<file path="src/rtl/lsu_addrcheck_win_if.sv">
// ---------------------------------------------------------------------------
// lsu_addrcheck_win_if
//   Request/response bundle between the LSU dc1 stage and the address checker.
//   master : drives the dc1 request, observes the dc2/dc3 results
//   slave  : the checker (consumes the request, produces the results)
//
//   Request  : valid_dc1, dma_dc1, size_dc1[1:0], start_addr_dc1, end_addr_dc1
//   Response : valid_dc2, in_dccm_dc2, in_pic_dc2, external_dc2,
//              sideeffects_dc2, sideeffects_dc3, access_fault_dc2,
//              misaligned_fault_dc2, fault_cause_dc2[2:0]
// ---------------------------------------------------------------------------
interface lsu_addrcheck_win_if;
    logic        valid_dc1;
    logic        dma_dc1;
    logic [1:0]  size_dc1;
    logic [31:0] start_addr_dc1;
    logic [31:0] end_addr_dc1;

    logic        valid_dc2;
    logic        in_dccm_dc2;
    logic        in_pic_dc2;
    logic        external_dc2;
    logic        sideeffects_dc2;
    logic        sideeffects_dc3;
    logic        access_fault_dc2;
    logic        misaligned_fault_dc2;
    logic [2:0]  fault_cause_dc2;

    modport master (
        output valid_dc1, dma_dc1, size_dc1, start_addr_dc1, end_addr_dc1,
        input  valid_dc2, in_dccm_dc2, in_pic_dc2, external_dc2,
               sideeffects_dc2, sideeffects_dc3, access_fault_dc2,
               misaligned_fault_dc2, fault_cause_dc2
    );

    modport slave (
        input  valid_dc1, dma_dc1, size_dc1, start_addr_dc1, end_addr_dc1,
        output valid_dc2, in_dccm_dc2, in_pic_dc2, external_dc2,
               sideeffects_dc2, sideeffects_dc3, access_fault_dc2,
               misaligned_fault_dc2, fault_cause_dc2
    );
endinterface

</file>
<file path="src/rtl/lsu_addrcheck_win.sv">
// ---------------------------------------------------------------------------
// lsu_addrcheck_win
//   Pipelined LSU address checker. Each dc1 access is classified as DCCM,
//   PIC or external, checked against NUM_WIN programmable/lockable access
//   windows, and given a side-effect attribute from the MRAC vector. Results
//   register into dc2; the side-effect bit is also carried into dc3. A
//   first-fault capture register and a saturating fault counter aid debug.
//
//   clk, rst        : clock, synchronous active-high reset
//   freeze          : holds dc2/dc3, capture and counter state
//   bus (slave)     : dc1 request in, dc2/dc3 results out
//   mrac            : 2 bits per region {side-effect, cacheable}
//   cfg_*           : window register write port (ignored for locked windows)
//   cap_clr         : clears the capture register
//   cap_valid/addr/cause, fault_cnt : debug capture and fault count
// ---------------------------------------------------------------------------
module lsu_addrcheck_win #(
    parameter int          NUM_WIN     = 8,
    parameter int          REGION_BITS = 4,
    parameter logic [31:0] DCCM_SADR   = 32'hF004_0000,
    parameter logic [31:0] DCCM_SIZE   = 32'h0001_0000,
    parameter logic [31:0] PIC_SADR    = 32'hF00C_0000,
    parameter logic [31:0] PIC_SIZE    = 32'h0000_8000,
    parameter int          CNT_W       = 16,
    localparam int         IDX_W       = (NUM_WIN > 1) ? $clog2(NUM_WIN) : 1
) (
    input  logic                          clk,
    input  logic                          rst,
    input  logic                          freeze,
    lsu_addrcheck_win_if.slave            bus,
    input  logic [(2 << REGION_BITS)-1:0] mrac,
    input  logic                          cfg_we,
    input  logic [IDX_W-1:0]              cfg_idx,
    input  logic [31:0]                   cfg_base,
    input  logic [31:0]                   cfg_mask,
    input  logic                          cfg_en,
    input  logic                          cfg_lock,
    input  logic                          cap_clr,
    output logic                          cap_valid,
    output logic [31:0]                   cap_addr,
    output logic [2:0]                    cap_cause,
    output logic [CNT_W-1:0]              fault_cnt
);

    localparam logic [REGION_BITS-1:0] DCCM_RGN = DCCM_SADR[31 -: REGION_BITS];
    localparam logic [REGION_BITS-1:0] PIC_RGN  = PIC_SADR[31 -: REGION_BITS];

    // 33-bit compare so a range ending at the top of the map cannot wrap
    function automatic logic in_range(input logic [31:0] addr,
                                      input logic [31:0] base,
                                      input logic [31:0] size);
        logic [32:0] lim;
        lim = {1'b0, base} + {1'b0, size};
        return ({1'b0, addr} >= {1'b0, base}) && ({1'b0, addr} < lim);
    endfunction

    // Lowest-numbered active cause wins
    function automatic logic [2:0] first_cause(input logic [6:1] c);
        logic [2:0] r;
        r = 3'd0;
        for (int k = 6; k >= 1; k--) begin
            if (c[k]) r = 3'(k);
        end
        return r;
    endfunction

    function automatic logic [CNT_W-1:0] sat_inc(input logic [CNT_W-1:0] v);
        return (&v) ? v : v + CNT_W'(1);
    endfunction

    // Window registers
    logic [31:0]        win_base [NUM_WIN];
    logic [31:0]        win_mask [NUM_WIN];
    logic [NUM_WIN-1:0] win_en;
    logic [NUM_WIN-1:0] win_lock;

    always_ff @(posedge clk) begin
        if (rst) begin
            for (int i = 0; i < NUM_WIN; i++) begin
                win_base[i] <= '0;
                win_mask[i] <= '0;
            end
            win_en   <= '0;
            win_lock <= '0;
        end else if (cfg_we) begin
            // indices beyond NUM_WIN-1 match no entry and are dropped
            for (int i = 0; i < NUM_WIN; i++) begin
                if (cfg_idx == IDX_W'(i) && !win_lock[i]) begin
                    win_base[i] <= cfg_base;
                    win_mask[i] <= cfg_mask;
                    win_en[i]   <= cfg_en;
                    win_lock[i] <= cfg_lock;
                end
            end
        end
    end

    // ---- dc1: classification and fault detection (p0) ----
    logic [31:0]            sa, ea;
    logic [REGION_BITS-1:0] start_rgn, end_rgn;
    logic s_dccm_rgn, e_dccm_rgn, s_pic_rgn, e_pic_rgn;
    logic s_in_dccm, e_in_dccm, s_in_pic, e_in_pic;
    logic in_dccm_p0, in_pic_p0, external_p0, se_p0;
    logic aligned_p0, word_ok_p0;
    logic any_en, start_hit, end_hit, win_ok;
    logic [6:1] cause_vec;
    logic req_live, access_fault_p0, misaligned_fault_p0, fault_p0;
    logic [2:0] cause_p0;

    assign sa        = bus.start_addr_dc1;
    assign ea        = bus.end_addr_dc1;
    assign start_rgn = sa[31 -: REGION_BITS];
    assign end_rgn   = ea[31 -: REGION_BITS];

    assign s_dccm_rgn = (start_rgn == DCCM_RGN);
    assign e_dccm_rgn = (end_rgn   == DCCM_RGN);
    assign s_pic_rgn  = (start_rgn == PIC_RGN);
    assign e_pic_rgn  = (end_rgn   == PIC_RGN);

    assign s_in_dccm = in_range(sa, DCCM_SADR, DCCM_SIZE);
    assign e_in_dccm = in_range(ea, DCCM_SADR, DCCM_SIZE);
    assign s_in_pic  = in_range(sa, PIC_SADR, PIC_SIZE);
    assign e_in_pic  = in_range(ea, PIC_SADR, PIC_SIZE);

    assign in_dccm_p0  = s_in_dccm & e_in_dccm;
    assign in_pic_p0   = s_in_pic & e_in_pic;
    assign external_p0 = ~(in_dccm_p0 | in_pic_p0);
    assign se_p0       = mrac[{start_rgn, 1'b1}] & ~(s_dccm_rgn | s_pic_rgn);

    always_comb begin
        case (bus.size_dc1)
            2'd2:    aligned_p0 = (sa[1:0] == 2'b00);
            2'd1:    aligned_p0 = ~sa[0];
            default: aligned_p0 = 1'b1;
        endcase
    end
    assign word_ok_p0 = (bus.size_dc1 == 2'd2) && (sa[1:0] == 2'b00);

    // Start and end may be covered by different windows
    always_comb begin
        any_en    = 1'b0;
        start_hit = 1'b0;
        end_hit   = 1'b0;
        for (int i = 0; i < NUM_WIN; i++) begin
            any_en    = any_en | win_en[i];
            start_hit = start_hit |
                        (win_en[i] && ((sa | win_mask[i]) == (win_base[i] | win_mask[i])));
            end_hit   = end_hit |
                        (win_en[i] && ((ea | win_mask[i]) == (win_base[i] | win_mask[i])));
        end
    end
    assign win_ok = ~any_en | (start_hit & end_hit);

    assign cause_vec = {
        external_p0 & se_p0 & ~aligned_p0,                                    // 6
        external_p0 & (start_rgn != end_rgn),                                 // 5
        ~(s_dccm_rgn | s_pic_rgn) & ~win_ok,                                  // 4
        in_pic_p0 & ~word_ok_p0,                                              // 3
        (s_pic_rgn & ~(s_in_dccm | s_in_pic)) | (e_pic_rgn & ~(e_in_dccm | e_in_pic)) |
        (s_in_dccm & e_in_pic) | (s_in_pic & e_in_dccm),                      // 2
        (s_dccm_rgn & ~(s_in_dccm | s_in_pic)) | (e_dccm_rgn & ~(e_in_dccm | e_in_pic))  // 1
    };

    assign req_live            = bus.valid_dc1 & ~bus.dma_dc1;
    assign access_fault_p0     = req_live & (|cause_vec[4:1]);
    assign misaligned_fault_p0 = req_live & (|cause_vec[6:5]);
    assign cause_p0            = req_live ? first_cause(cause_vec) : 3'd0;
    assign fault_p0            = access_fault_p0 | misaligned_fault_p0;

    // ---- dc2 (p1) / dc3 (p2) registers ----
    logic       vld_p1, in_dccm_p1, in_pic_p1, external_p1, se_p1, se_p2;
    logic       access_fault_p1, misaligned_fault_p1;
    logic [2:0] cause_p1;

    always_ff @(posedge clk) begin
        if (rst) begin
            vld_p1              <= 1'b0;
            in_dccm_p1          <= 1'b0;
            in_pic_p1           <= 1'b0;
            external_p1         <= 1'b0;
            se_p1               <= 1'b0;
            se_p2               <= 1'b0;
            access_fault_p1     <= 1'b0;
            misaligned_fault_p1 <= 1'b0;
            cause_p1            <= 3'd0;
        end else if (!freeze) begin
            vld_p1              <= bus.valid_dc1;
            in_dccm_p1          <= bus.valid_dc1 & in_dccm_p0;
            in_pic_p1           <= bus.valid_dc1 & in_pic_p0;
            external_p1         <= bus.valid_dc1 & external_p0;
            se_p1               <= se_p0;
            se_p2               <= se_p1;
            access_fault_p1     <= access_fault_p0;
            misaligned_fault_p1 <= misaligned_fault_p0;
            cause_p1            <= cause_p0;
        end
    end

    assign bus.valid_dc2            = vld_p1;
    assign bus.in_dccm_dc2          = in_dccm_p1;
    assign bus.in_pic_dc2           = in_pic_p1;
    assign bus.external_dc2         = external_p1;
    assign bus.sideeffects_dc2      = se_p1;
    assign bus.sideeffects_dc3      = se_p2;
    assign bus.access_fault_dc2     = access_fault_p1;
    assign bus.misaligned_fault_dc2 = misaligned_fault_p1;
    assign bus.fault_cause_dc2      = cause_p1;

    // ---- debug capture and fault counter (advance with dc2) ----
    always_ff @(posedge clk) begin
        if (rst) begin
            cap_valid <= 1'b0;
            cap_addr  <= '0;
            cap_cause <= 3'd0;
            fault_cnt <= '0;
        end else begin
            if (!freeze && fault_p0) begin
                fault_cnt <= sat_inc(fault_cnt);
            end
            // a fault arriving with cap_clr replaces the old capture
            if (!freeze && fault_p0 && (!cap_valid || cap_clr)) begin
                cap_valid <= 1'b1;
                cap_addr  <= sa;
                cap_cause <= cause_p0;
            end else if (cap_clr) begin
                cap_valid <= 1'b0;
                cap_addr  <= '0;
                cap_cause <= 3'd0;
            end
        end
    end

endmodule

</file>
<file path="src/flat_wrapper.sv">
// flat-port wrapper written by rule: the top's interface ports become plain ports
module lsu_addrcheck_win_flat 
#(
    parameter int          NUM_WIN     = 8,
    parameter int          REGION_BITS = 4,
    parameter logic [31:0] DCCM_SADR   = 32'hF004_0000,
    parameter logic [31:0] DCCM_SIZE   = 32'h0001_0000,
    parameter logic [31:0] PIC_SADR    = 32'hF00C_0000,
    parameter logic [31:0] PIC_SIZE    = 32'h0000_8000,
    parameter int          CNT_W       = 16,
    localparam int         IDX_W       = (NUM_WIN > 1) ? $clog2(NUM_WIN) : 1
)
  (clk, rst, freeze, mrac, cfg_we, cfg_idx, cfg_base, cfg_mask, cfg_en, cfg_lock, cap_clr, cap_valid, cap_addr, cap_cause, fault_cnt, bus_valid_dc1, bus_dma_dc1, bus_size_dc1, bus_start_addr_dc1, bus_end_addr_dc1, bus_valid_dc2, bus_in_dccm_dc2, bus_in_pic_dc2, bus_external_dc2, bus_sideeffects_dc2, bus_sideeffects_dc3, bus_access_fault_dc2, bus_misaligned_fault_dc2, bus_fault_cause_dc2);
  lsu_addrcheck_win_if bus_i ();
  input  logic clk;
  input  logic rst;
  input  logic freeze;
  input  logic [(2 << REGION_BITS)-1:0] mrac;
  input  logic cfg_we;
  input  logic [IDX_W-1:0] cfg_idx;
  input  logic [31:0] cfg_base;
  input  logic [31:0] cfg_mask;
  input  logic cfg_en;
  input  logic cfg_lock;
  input  logic cap_clr;
  output logic cap_valid;
  output logic [31:0] cap_addr;
  output logic [2:0] cap_cause;
  output logic [CNT_W-1:0] fault_cnt;
  input wire logic [$bits(bus_i.valid_dc1)-1:0] bus_valid_dc1;
  input wire logic [$bits(bus_i.dma_dc1)-1:0] bus_dma_dc1;
  input wire logic [$bits(bus_i.size_dc1)-1:0] bus_size_dc1;
  input wire logic [$bits(bus_i.start_addr_dc1)-1:0] bus_start_addr_dc1;
  input wire logic [$bits(bus_i.end_addr_dc1)-1:0] bus_end_addr_dc1;
  output wire logic [$bits(bus_i.valid_dc2)-1:0] bus_valid_dc2;
  output wire logic [$bits(bus_i.in_dccm_dc2)-1:0] bus_in_dccm_dc2;
  output wire logic [$bits(bus_i.in_pic_dc2)-1:0] bus_in_pic_dc2;
  output wire logic [$bits(bus_i.external_dc2)-1:0] bus_external_dc2;
  output wire logic [$bits(bus_i.sideeffects_dc2)-1:0] bus_sideeffects_dc2;
  output wire logic [$bits(bus_i.sideeffects_dc3)-1:0] bus_sideeffects_dc3;
  output wire logic [$bits(bus_i.access_fault_dc2)-1:0] bus_access_fault_dc2;
  output wire logic [$bits(bus_i.misaligned_fault_dc2)-1:0] bus_misaligned_fault_dc2;
  output wire logic [$bits(bus_i.fault_cause_dc2)-1:0] bus_fault_cause_dc2;
  assign bus_i.valid_dc1 = bus_valid_dc1;
  assign bus_i.dma_dc1 = bus_dma_dc1;
  assign bus_i.size_dc1 = bus_size_dc1;
  assign bus_i.start_addr_dc1 = bus_start_addr_dc1;
  assign bus_i.end_addr_dc1 = bus_end_addr_dc1;
  assign bus_valid_dc2 = bus_i.valid_dc2;
  assign bus_in_dccm_dc2 = bus_i.in_dccm_dc2;
  assign bus_in_pic_dc2 = bus_i.in_pic_dc2;
  assign bus_external_dc2 = bus_i.external_dc2;
  assign bus_sideeffects_dc2 = bus_i.sideeffects_dc2;
  assign bus_sideeffects_dc3 = bus_i.sideeffects_dc3;
  assign bus_access_fault_dc2 = bus_i.access_fault_dc2;
  assign bus_misaligned_fault_dc2 = bus_i.misaligned_fault_dc2;
  assign bus_fault_cause_dc2 = bus_i.fault_cause_dc2;
  lsu_addrcheck_win #(.NUM_WIN(NUM_WIN), .REGION_BITS(REGION_BITS), .DCCM_SADR(DCCM_SADR), .DCCM_SIZE(DCCM_SIZE), .PIC_SADR(PIC_SADR), .PIC_SIZE(PIC_SIZE), .CNT_W(CNT_W)) u_core (.clk(clk), .rst(rst), .freeze(freeze), .bus(bus_i), .mrac(mrac), .cfg_we(cfg_we), .cfg_idx(cfg_idx), .cfg_base(cfg_base), .cfg_mask(cfg_mask), .cfg_en(cfg_en), .cfg_lock(cfg_lock), .cap_clr(cap_clr), .cap_valid(cap_valid), .cap_addr(cap_addr), .cap_cause(cap_cause), .fault_cnt(fault_cnt));
endmodule
</file>
<file path="config.mk">
export PLATFORM = sky130hd
export DESIGN_NAME = lsu_addrcheck_win_flat
export DESIGN_NICKNAME = d
export VERILOG_FILES = /design/src/rtl/lsu_addrcheck_win_if.sv /design/src/rtl/lsu_addrcheck_win.sv /design/src/flat_wrapper.sv
export SDC_FILE = /design/constraint.sdc
export NUM_CORES = 1
export LEC_CHECK = 0
export ABC_AREA = 1
export BUFFER_PORTS_ARGS = -buffer_cell sky130_fd_sc_hd__buf_4
export CORE_MARGIN = 2
export CORE_UTILIZATION = 58
export DETAILED_ROUTE_END_ITERATION = 8
export PLACE_DENSITY = 0.77
export SYNTH_ARGS = -nofsm -noshare
export SYNTH_HDL_FRONTEND = slang
export SYNTH_SLANG_ARGS = --single-unit
</file>
<file path="constraint.sdc">
create_clock -name clk -period 3.5 [get_ports clk]
set_input_delay 0 -clock clk [delete_from_list [all_inputs] [get_ports clk]]
set_output_delay 0 -clock clk [all_outputs]
set_load 0.005 [all_outputs]
</file>
Yosys cells after proc, flatten, opt, wreduce, memory -nomap -nowiden:

Memory sizes are Yosys's and may differ from the RTL's.
Cells that the tools add are included.

* $add $sub $neg: 1
* multipliers: 0
* div/mod/pow operators: 0
* magnitude comparators: 9
* equal/unequal tests: 28
* shift operators: 0
* mux-type cells: 66
* bitwise logic cells: 99
* reduce and logical (&&, ||, !) cells: 57

Operators by type and width (count)
* $or 32x32->32: 24
* $mux 32: 18
* $eq 32x32->1: 16
* $ge 32x32->1 const B: 4
* $lt 32x32->1 const B: 4
* $or 1x1->1: 45
* $mux 1: 37
* $logic_and 1x1->1: 31
* $mux 3: 9
* $and 1x1->1: 19
* $reduce_and 2->1: 9
* $add 16x1->16 const B: 1
* $reduce_and 16->1: 1
* $eq 3x3->1 const B: 4
* $not 1->1: 11
* $logic_not 1->1: 10
* $eq 4x4->1 const B: 2
* $eq 3x2->1 const B: 2
* $lt 5x6->1 const B: 1
* $bmux 1 s4: 1
* $ne 4x4->1: 1
* $reduce_or 4->1: 1
* $eq 3x1->1 const B: 1
* $logic_not 3->1: 1
* 7 further kinds: 7

* register bits: 79
* bits in latches: 0
* memory bits (writable): 512
* bits in read-only memories: 0
* input port bits: 174
* output and inout bits: 63
* word-level logic and storage cells: 291
* memories: 2

Memories
* u_core.win_base: depth 8, bits a word 32, rd ports 8, clocked after memory_dff 0, write ports 8, RTL line lsu_addrcheck_win.sv:72 `logic [31:0] win_base [NUM_WIN];`
* u_core.win_mask: depth 8, bits a word 32, rd ports 8, clocked after memory_dff 0, write ports 8, RTL line lsu_addrcheck_win.sv:73 `logic [31:0] win_mask [NUM_WIN];`

Logic depth before layout (Yosys ltp):

Gate-level depths: netlist of the first run.

* depth after elaboration: 20
* gate-level depth with buffers: 23

Worst setup path before layout of the first run:

No wires, ideal clock.

* path type: flip-flop to flip-flop
* start point: reg u_core.win_lock[1]
* end point: mem u_core.win_base[1][0], in the netlist u_core.win_base[0][32], enable pin
* arrival: 2334 ps
* data required time: 3077 ps
* path slack: 743 ps
* stages on the path, launching flop included: 5
* clock period less this slack: 2757 ps
* cells stage by stage: dfxtp_1 -> nor3_1 -> clkinv_1 -> clkbuf_1 -> nand2_1

RTL lines
* from (decl): RTL line lsu_addrcheck_win.sv:75 `logic [NUM_WIN-1:0] win_lock;`
* from (signal, indexed assignment): RTL line lsu_addrcheck_win.sv:92 `win_lock[i] <= cfg_lock;`
* to (decl): RTL line lsu_addrcheck_win.sv:72

==> results.ini, run 1 <==
[timing]
setup_violations=0
fmax_mhz=312
slew_headroom_pct=26.3
tightest_slew_ps=1100
rsz0062_at_grt=no
hold_ws_ps=76.3
final_max_slew_viol_count=0
finalCritPeriodShare_pct=91.7
skew_ps=19.0
setup-tns-final_ps=0
min_period_ps=3210
layout_setup_ws_ps=292
finalHoldViolCount=0

[global_route]
grt_pass1_vias=28400
grt_max_degree=65
grt_use_met1_pct=50.1
busiest_layer=met2
grtUsageMet2_pct=61.6
track_usage_pct=39.0
antenna_found_initial=3
grt-ovfl-total=0
use_met3_pct=9.36
grt_pass1_wl_um=165000

[floorplanning]
core-area_mm2=0.0540
core.rowCount=85
die_w_um=238
dieArea_mm2=0.0568
initial_core_util_pct=58.9
die_height_um=238
ioPinCount=237

[layout]
nets=4541
fill_cells=4417
post-route-util_pct=69.0
syn_to_final_growth_pct=17.0
fin_cells=5111
drive_gt1_share_pct=9.15

[detailed_routing]
route.detailed.drc=0
avgViaCountPerCell=5.94
ant_nets=0
dr.pass1.iters=8
drt-initial-drc-count=4042
routedWlPerCell_um=21.7
vias=30400
drt-total-wl_um=111000

[synthesis]
synth_top_area_cell=edfxtp_1
synth_xor_area_share_pct=0.0550
yosys_warnings=0
ys_types=45
synthCells=4071
synth_simple_gate_area_share_pct=36.4
yosysSeqAreaShare_pct=53.3
yosys_register_bits=591
yosys-top-cells-area=edfxtp_1 (48%), nor2_1 (12%), nand2_1 (10%)
synthAdderAreaFrac_pct=0.118
synthMuxAreaShare_pct=0
synth_top_area_share_pct=48.3
syn_nets=4248
synth_area_per_cell_um2=7.82
synth_top_family_by_area=simple AND/OR/NAND/NOR gates
syn_area_mm2=0.0318
synth_compound_area_share_pct=2.21

[worst_setup_path]
start_kind=register
path_class=reg2reg
crit_arrival_ps=3740
crit_required_ps=4030
path_max_fanout=19
end_kind=register

[cts]
path_clk_slew_ps=60
htree_levels=3
clkLatencyLatePin_ps=620
cts_resized=0
post_cts_buffers=0
clock_path_buffers=3
clock_sinks=591
cts_tree=yes
cts-root-buf=clkbuf_16
cts_buffers=66
cts_hold_buffers=113

[place]
dpl.hpwl_um=78500
gp_congestion=0.997
io_buffers=220
place_ws_ps=499
placed_cells=4879

[status]
status=completed

[worst_hold_path]
min-delay-path-class=in2reg

[job]
cap_violations=0

[pwr]
p_leak_nw=16.2
vdd_drop_max_mv=0.418
p_per_area_mw_per_mm2=483

[cell type report]
class	count	area, um2	area share [%]
Clock inverter	21	176	0.474
Antenna cell	1	2.50	0.00672
Multi-Input combinational cell	2862	12400	33.3
Clock buffer	97	1950	5.23
Inverter	477	1790	4.81
Tap cell	696	871	2.34
Timing Repair Buffer	366	3090	8.30
Sequential cell	591	17000	45.5
[metrics by stage]
stage / power, mW / instance area, um2
CTS: 17.9 / 37200
global route: 18.5 / 37300
floorplan: 9.97 / 31800
detailed placement: 11.0 / 34000
finish: 18.0 / 37300
global placement: 10.9 / 34000
[cells by family (layout without fill, tap and decap cells)]
logic type	count (synthesis)	in the layout
adder cells (fa/ha/maj)	3	3
AO/OA/AOI/OAI	127	127
flip-flops	591	591
XOR/XNOR	2	2
other	0	1
AND/OR/NAND/NOR	2730	2730
buffers and inverters	618	961
[synth_stat cells (all sizes together)]
| cell | instances |
|---|---|
| nand3 | 648 |
| o31ai | 8 |
| dfxtp | 79 |
| clkbuf | 59 |
| o21a | 1 |
| or2 | 7 |
| o211ai | 7 |
| nand2 | 890 |
| a211oi | 2 |
| o221ai | 1 |
| a21boi | 1 |
| clkinv | 5 |
| o21ai | 36 |
| a21oi | 67 |
| nor3 | 63 |
| nor4 | 3 |
| ha | 3 |
| xnor2 | 1 |
| xor2 | 1 |
| nand3b | 19 |
| a22oi | 1 |
| nand4 | 97 |
| inv | 472 |
| buf | 82 |
| edfxtp | 512 |
| a31oi | 3 |
| nor2 | 1003 |
[sequential cells by signal, summed over array words and instances, names as in the netlist, 3 cells and up]
signal                      cells
u_core.win_base               256
u_core.win_mask               256
u_core.cap_addr                32
u_core.fault_cnt               16
u_core.win_en                   8
u_core.win_lock                 8
u_core.bus.fault_cause_dc2      3
u_core.cap_cause                3
[where the power goes]
group	total, mW	internal (mW)	switching (mW)
Sequential	8.47	8.16	0.305
Combinational	2.60	0.776	1.82
Clock	6.93	4.07	2.85
[final timing paths]
check                                        start                                end  slack [ps]  depth (start not counted)
max reg2reg  u_core.win_base[0][160]$_SDFFCE_PN0P_   u_core.cap_addr[27]$_SDFFE_PP0P_         290                         19
min reg2reg      u_core.bus.valid_dc2$_SDFFE_PP0N_  u_core.bus.valid_dc2$_SDFFE_PP0N_         460                          2
max          u_core.win_base[0][160]$_SDFFCE_PN0P_   u_core.cap_addr[27]$_SDFFE_PP0P_         290                         19
min                                        cap_clr    u_core.cap_addr[5]$_SDFFE_PP0P_          80                          5
[worst max-delay path, cell delays in order, from the launching register on]
cell and delay, ps:
edfxtp_1 420, or2_2 300, a21oi_1 320, nand2_1 130, nor2_1 220, nand2_1 100
nor2_1 90, nand2_1 60, nand2_1 50, nor2_1 40, nand2_1 60, nand2_1 150
nand2_2 140, nand2_2 60, nand2_2 100, nand2_4 150, nand2_4 250, buf_12 210
nand3_1 90, a21oi_1 170
[placed cells by master, fill, tap and decap left out, types with 4 or more instances in the layout]
cell type and count:
nand2_4 9, or2_2 5, nand4_1 96, edfxtp_1 512
nand2_2 4, inv_1 448, clkinv_1 16, inv_2 19
o21ai_0 34, a21oi_1 64, dlygate4sd3_1 113, buf_12 5
nand3b_1 19, nand3_1 635, nor2_1 1000, o31ai_1 8
clkbuf_16 73, clkinv_2 10, nor3_1 62, nand2_1 877
buf_4 248, nand3_2 13, dfxtp_1 79, o211ai_1 7
clkbuf_1 21
[per-layer routing]
metal | up-vias | wire, um
li1 | 13900 | -
met1 | 14200 | 40300
met2 | 1947 | 50500
met3 | 344 | 14000
met4 | 4 | 6280
met5 | - | 26
(Power assumes the default switching activity.)
==> run 2, diff against run 1 <==
Settings changed: CELL_PAD_IN_SITES_DETAIL_PLACEMENT set to 0, CELL_PAD_IN_SITES_GLOBAL_PLACEMENT set to 1, CORE_UTILIZATION 58 to 46, PLACE_DENSITY 0.77 to 0.8.
==> results.ini, run 2 (same netlist as run 1, synthesis figures left out) <==
[floorplanning]
initial_core_util_pct=46.4
core.rowCount=96
die_w_um=267
dieArea_mm2=0.0713
ioPinCount=237
core-area_mm2=0.0686
die_height_um=267

[global_route]
grt_max_degree=63
antenna_found_initial=1
grt-ovfl-total=0
track_usage_pct=33.1
grt_pass1_vias=26800
grt_pass1_wl_um=172000

[pwr]
p_leak_nw=16.3
vdd_drop_max_mv=0.403
p_per_area_mw_per_mm2=486

[timing]
tightest_slew_ps=841
hold_ws_ps=58.8
finalCritPeriodShare_pct=90.1
slew_headroom_pct=43.9
rsz0062_at_grt=no
min_period_ps=3150
finalHoldViolCount=0
fmax_mhz=317
skew_ps=23.2
setup_violations=0
final_max_slew_viol_count=0
layout_setup_ws_ps=346
setup-tns-final_ps=0

[worst_hold_path]
min-delay-path-class=in2reg
hold_start=cap_clr

[cts]
cts_tree=yes
cts-root-buf=clkbuf_16
clock_path_buffers=3
cts_buffers=70
clock_sinks=591
path_clk_slew_ps=60
htree_levels=3
clkLatencyLatePin_ps=620
cts_resized=0

[place]
place_ws_ps=398
placed_cells=5117
io_buffers=220
gp_congestion=0.985
dpl.hpwl_um=85800

[layout]
syn_to_final_growth_pct=18.5
reg_top3=u_core.win_base: 256 flops, u_core.win_mask: 256 flops, u_core.cap_addr: 32 flops
layout_common_cells=nor2_1 (1,000), nand2_1 (877), nand3_1 (635), edfxtp_1 (512), inv_1 (448)
nets=4547
final_common_cell=nor2_1
fin_cells=5357
drive_gt1_share_pct=9.54
fill_cells=6417

[detailed_routing]
drt-initial-drc-count=3625
ant_nets=0
avgViaCountPerCell=5.47
dr.pass1.iters=6
routedWlPerCell_um=22.2
drt-total-wl_um=119000
vias=29300
route.detailed.drc=0

[worst_setup_path]
path_max_fanout=32
r2r_slack_ps=390
crit_required_ps=4040
r2r-start=u_core.win_base[0][160]$_SDFFCE_PN0P_
start_kind=input pin
end_kind=register
crit_arrival_ps=3690
path_class=in2reg
critPathLaunch=bus_start_addr_dc1[28]

[status]
status=completed

[job]
cap_violations=0

[run 2: metal layers]
| layer | global-route usage [%] | part of all wire [%] | vias to the layer above |
|---|---|---|---|
| met1 | 48.2 | 44 | 13800 |
| met5 | 0 | 0 | - |
| met3 | 6.71 | 10 | 166 |
| met4 | 10.5 | 3.0 | 0 |
| li1 | - | - | 13900 |
| met2 | 49.4 | 43 | 1421 |
[run 2: critical path, stage by stage]
cell and delay (ps):
dlygate4sd3_1 540, buf_4 220, inv_1 500, nor2_1 90
o211ai_1 410, o211ai_1 150, a21oi_1 310, nand3_1 150
nand2_1 120, nand2_1 130, nand2_4 120, buf_4 430
nand3_2 280, a21oi_1 210
[run 2: layout make-up]
type / count / area [um2] / area share, %
inverters: 477 / 1790 / 4.75
flip-flops and latches: 591 / 17000 / 45.0
diodes: 3 / 7.51 / 0.0199
well taps: 931 / 1160 / 3.09
clock buffers: 101 / 2030 / 5.37
clock inverters: 24 / 195 / 0.518
multi-input cells: 2862 / 12400 / 32.9
repair buffers: 368 / 3160 / 8.37
[run 2: power by group]
group,internal (mW),total (mW),switching (mW),leakage [nW]
clock network,4.18,7.20,3.02,1.09
registers,8.16,8.46,0.301,5.60
logic,0.785,2.65,1.86,9.58
[run 2: final timing paths]
kind,end,depth (start not counted)
setup / recovery,u_core.cap_addr[0]$_SDFFE_PP0P_,14
hold / removal,u_core.cap_addr[11]$_SDFFE_PP0P_,5
setup reg to reg,u_core.fault_cnt[0]$_SDFFE_PP0P_,21
hold reg to reg,u_core.win_lock[0]$_SDFFE_PP0P_,2
[run 2: repair_timing]
item,4_1_cts,5_1_grt
setup buffers,0,0
hold buffers,112,0
hold endpoints to repair,386,0
[run 2: through the flow]
stage / total power, mW / instance area [um2] / util [%]
global route: 18.9 / 37700 / 55.0
detailed placement: 11.1 / 34400 / 50.1
floorplan: 9.97 / 31800 / -
finish: 18.3 / 37700 / 55.0
global placement: 11.1 / 34400 / 50.1
CTS: 18.3 / 37700 / 55.0
